==> src/rtl/joypad_autoread.sv <==
// Automatic serial controller read: latches both ports, clocks 16 bits from each
// data line, and publishes all four results atomically with a one-cycle DONE.
//   state | meaning
//   IDLE  | waiting for START with AUTO_EN
//   LATCH | latch strobe high, shift clocks high
//   LOW   | shift clocks low; data sampled on the last CE tick
//   HIGH  | shift clocks high; next bit or completion
module joypad_autoread #(
  parameter int HALF = 4
) (
  input  logic        CLK,
  input  logic        RESET,
  input  logic        CE,
  input  logic        AUTO_EN,
  input  logic        START,
  input  logic [1:0]  PORT1_DO,
  input  logic [1:0]  PORT2_DO,
  output logic        PORT_LATCH,
  output logic        PORT1_CLK,
  output logic        PORT2_CLK,
  output logic        BUSY,
  output logic        DONE,
  output logic [15:0] JOY1,
  output logic [15:0] JOY2,
  output logic [15:0] JOY3,
  output logic [15:0] JOY4
);

  localparam logic [7:0] PH_LAST = 8'(HALF - 1);

  typedef enum logic [1:0] {S_IDLE, S_LATCH, S_LOW, S_HIGH} state_t;

  state_t      state, state_nxt;
  logic [7:0]  phase_cnt;
  logic [3:0]  bit_cnt;
  logic [15:0] shadow1, shadow2, shadow3, shadow4;
  logic        phase_end;
  logic        read_end;
  logic        start_ok;

  assign phase_end = CE && (phase_cnt == PH_LAST);
  assign read_end  = (state == S_HIGH) && phase_end && (bit_cnt == 4'd15);
  assign start_ok  = START && AUTO_EN;

  always_ff @(posedge CLK or posedge RESET) begin
    if (RESET) state <= S_IDLE;
    else       state <= state_nxt;
  end

  always_comb begin
    state_nxt = state;
    case (state)
      S_IDLE:  if (start_ok)  state_nxt = S_LATCH;
      S_LATCH: if (phase_end) state_nxt = S_LOW;
      S_LOW:   if (phase_end) state_nxt = S_HIGH;
      S_HIGH:  if (phase_end) state_nxt = (bit_cnt == 4'd15) ? S_IDLE : S_LOW;
      default: state_nxt = S_IDLE;
    endcase
  end

  always_comb begin
    PORT_LATCH = (state == S_LATCH);
    PORT1_CLK  = (state != S_LOW);
    PORT2_CLK  = (state != S_LOW);
    BUSY       = (state != S_IDLE);
  end

  // Phase counter restarts at every phase boundary, so it never wraps.
  always_ff @(posedge CLK or posedge RESET) begin
    if (RESET) begin
      phase_cnt <= 8'd0;
      bit_cnt   <= 4'd0;
    end else if (state == S_IDLE) begin
      phase_cnt <= 8'd0;
      bit_cnt   <= 4'd0;
    end else if (CE) begin
      if (phase_cnt == PH_LAST) phase_cnt <= 8'd0;
      else                      phase_cnt <= phase_cnt + 8'd1;
      if (state == S_HIGH && phase_cnt == PH_LAST)
        bit_cnt <= (bit_cnt == 4'd15) ? 4'd0 : bit_cnt + 4'd1;
    end
  end

  always_ff @(posedge CLK or posedge RESET) begin
    if (RESET) begin
      shadow1 <= 16'h0000;
      shadow2 <= 16'h0000;
      shadow3 <= 16'h0000;
      shadow4 <= 16'h0000;
    end else if (state == S_LOW && phase_end) begin
      shadow1 <= {shadow1[14:0], ~PORT1_DO[0]};
      shadow2 <= {shadow2[14:0], ~PORT2_DO[0]};
      shadow3 <= {shadow3[14:0], ~PORT1_DO[1]};
      shadow4 <= {shadow4[14:0], ~PORT2_DO[1]};
    end
  end

  // Results move only at completion so readers never see a partial read.
  always_ff @(posedge CLK or posedge RESET) begin
    if (RESET) begin
      DONE <= 1'b0;
      JOY1 <= 16'h0000;
      JOY2 <= 16'h0000;
      JOY3 <= 16'h0000;
      JOY4 <= 16'h0000;
    end else begin
      DONE <= read_end;
      if (read_end) begin
        JOY1 <= shadow1;
        JOY2 <= shadow2;
        JOY3 <= shadow3;
        JOY4 <= shadow4;
      end
    end
  end

endmodule

==> config.mk <==
export PLATFORM = sky130hd
export DESIGN_NAME = joypad_autoread
export DESIGN_NICKNAME = d
export VERILOG_FILES = /design/src/rtl/joypad_autoread.sv
export SDC_FILE = /design/constraint.sdc
export NUM_CORES = 1
export LEC_CHECK = 0
export ABC_AREA = 1
export CORE_UTILIZATION = 55
export CTS_CLUSTER_SIZE = 8
export DETAILED_ROUTE_END_ITERATION = 7
export MAX_ROUTING_LAYER = met4
export PLACE_DENSITY = 0.8
export SETUP_SLACK_MARGIN = 0.4
export SLEW_MARGIN = 20
export SYNTH_ARGS = -nofsm -noshare
export SYNTH_HDL_FRONTEND = slang
export SYNTH_SLANG_ARGS = --single-unit
==> constraint.sdc <==
create_clock -name CLK -period 6.2 [get_ports CLK]
set_input_delay 0.93 -clock CLK [delete_from_list [all_inputs] [get_ports CLK]]
set_output_delay 0.93 -clock CLK [all_outputs]
set_load 0.02 [all_outputs]
==> impl_metrics.env <==
export IMPL_drc=0
export IMPL_multiInputGateArea_um2=2030
export IMPL_startpoint_type="register"
export IMPL_fp_row_count=37
export IMPL_globalplace_congestion=0.845
export IMPL_p_total_mw=2.21
export IMPL_hold_buffers=0
export IMPL_worstPathArrival_ns=2.28
export IMPL_final_antenna_net_count=0
export IMPL_slew_headroom=0.274
export IMPL_cts_htree_levels=4
export IMPL_die_area_um2=11200
export IMPL_grt_start_max_net_pins=105
export IMPL_die_x_um=106
export IMPL_ctsResizeCount=0
export IMPL_status="complete, no violations"
export IMPL_ys_warn_count=0
export IMPL_wire_per_inst_um=13.5
export IMPL_cts_tree="yes"
export IMPL_grtUsageTotal=0.248
export IMPL_coreArea_um2=10400
export IMPL_p_int_mw=1.65
export IMPL_seq_area_um2=3580
export IMPL_fmax_mhz=311
export IMPL_setup_slack_ns=2.99
export IMPL_grt_overflow_total=0
export IMPL_place_ws_ns=2.19
export IMPL_netlist_area_um2=5900
export IMPL_cts_path_max_buffers=2
export IMPL_worst_pin_slew_ns=1.09
export IMPL_cts_buffers=17
export IMPL_cts_root_buf="clkbuf_8"
export IMPL_ir_worst_vdd_mv=0.215
export IMPL_drt_initial_drc_count=334
export IMPL_wirelength_mm=12.0
export IMPL_area_growth_pct=22.6
export IMPL_clkLatencyLatePin_ns=0.53
export IMPL_synth_area_leaders="dfrtp_1 (61%), nand2_1 (23%), nand3_1 (6.2%)"
export IMPL_io_pins=78
export IMPL_cp_end_kind="output port"
export IMPL_via_count=4645
export IMPL_dp_hpwl_mm=7.32
export IMPL_clk_pin_slew_ns=0.06
export IMPL_synth_cell_types=23
export IMPL_slew_violations=0
export IMPL_max_cap_viol_count=0
export IMPL_syn_area_per_cell_um2=8.68
export IMPL_synth_seq_cells=143
export IMPL_p_clk_frac=0.458
export IMPL_switchingPower_uw=560
export IMPL_min_period_ns=3.21
export IMPL_diodes=0
export IMPL_stdcell_count=890
export IMPL_initial_utilization=0.569
export IMPL_portBuffers=77
export IMPL_synth_area_leader_cell="dfrtp_1"
export IMPL_mostFrequentLayoutCell="nand2_1"
export IMPL_hold_ws_ns=0.467
export IMPL_synthesis_nets=691
export IMPL_post_cts_setup_buffer_count=0
export IMPL_num_fill_cells=781
export IMPL_dieHeight_um=106
export IMPL_skew_ns=0.00836
export IMPL_grt_first_pass_wirelength_mm=20.9
export IMPL_p_seq_frac=0.443
export IMPL_grt_antenna_before_repair=0
export IMPL_nNetsFinal=754
export IMPL_synth_top_cell_area_share=0.606
export IMPL_seq_area_frac_synth=0.606
export IMPL_period_share=0.518
export IMPL_drive_above_1_share=0.0597
export IMPL_required_ns=5.27
export IMPL_crit_type="reg -> out"
export IMPL_switching_share=0.253
export IMPL_worst_path_max_fanout=14
export IMPL_mostFrequentLayoutCells="nand2_1 (362), dfrtp_1 (143), clkdlybuf4s50_1 (77)"
export IMPL_dp_cells=860
export IMPL_vias_per_cell=5.22
export IMPL_timing_final_hold_violations=0
export IMPL_cts_sinks=143
export IMPL_fin_setup_tns_ns=0
export IMPL_firstDrtPassIters=5
export IMPL_p_leak_nw=3.89
export IMPL_hold_path_class="reg -> reg"
export IMPL_setup_violations=0
export IMPL_synthCells=680
export IMPL_pwr_share_comb=0.099
export IMPL_grt_pass1_vias=4480
export IMPL_powerDensity_nw_per_um2=306
export IMPL_rsz0062_at_grt="no"
==> cell usage after synthesis <==
cell and instances:
nor2_4 1, nand2_1 362, nand3_2 1, a21oi_1 3
buf_6 12, ha_1 2, dfrtp_1 143, buf_2 4
nand4_2 1, nor3b_1 1, nor3_1 6, nand3b_1 4
clkbuf_1 12, buf_4 6, nand4_1 6, inv_2 3
nand3_1 73, nor2_1 16, nor2_2 2, buf_1 2
nand2_2 2, inv_1 14, o21ai_0 4
==> registers in the layout, summed over array words and instances (netlist names), 4 cells and up <==
signal / count
JOY1: 16
JOY2: 16
JOY3: 16
JOY4: 16
bit_cnt: 4
phase_cnt: 8
shadow1: 16
shadow2: 16
shadow3: 16
shadow4: 16
==> metal layers <==
layer / wire (um) / up-vias / track usage
li1: - / 2253 / -
met1: 5270 / 2251 / 0.317
met2: 6050 / 130 / 0.386
met3: 548 / 11 / 0.0637
met4: 158 / 0 / 0.0863
met5: 0 / - / -
==> worst paths after layout <==
| path | cells after the start | slack [ns] | from | end |
|---|---|---|---|---|
| min | 2 | 0.47 | JOY2[7] | JOY2[7] |
| min in group asynchronous | 2 | 0.98 | RESET | JOY1[4] |
| min reg2reg | 2 | 0.47 | JOY2[7] | JOY2[7] |
| max reg2reg | 8 | 3.21 | phase_cnt[1] | shadow3[15] |
| max | 3 | 2.99 | state[0] | BUSY |
| max in group asynchronous | 3 | 4.14 | RESET | shadow3[11] |
==> stage by stage <==
step	cell area, um^2	util
floorplan	5900	-
global placement	6640	0.640
detailed placement	6640	0.640
CTS	7230	0.698
global route	7240	0.698
finish	7240	0.698
==> area by class of cell <==
type | count | area share
timing repair buffer | 80 | 0.110
tap | 136 | 0.0235
clock buffer | 20 | 0.0629
inverter | 17 | 0.00951
sequential | 143 | 0.494
multi-input combinational | 484 | 0.281
clock inverter | 10 | 0.0190
==> critical path, cell delays in order, from the launching register on <==
cell	delay, ns
dfrtp_1	0.43
nor2_1	0.37
inv_1	0.33
clkdlybuf4s50_1	0.63
==> power by group through the flow <==
stage	clock network (mW)	registers, mW	logic [mW]
floorplan	0	0.989	0.161
global placement	0	0.995	0.211
detailed placement	0	0.997	0.219
CTS	1.03	0.980	0.220
global route	1.07	0.982	0.247
finish	1.01	0.981	0.220
==> cells by family after synthesis <==
group           after synthesis  share of synthesized area
compound gates                7                    0.00593
simple gates                475                      0.330
buf+inv                      53                     0.0536
fa+ha+maj                     2                    0.00424
flops                       143                      0.606
Power figures use the tool's default switching activity.
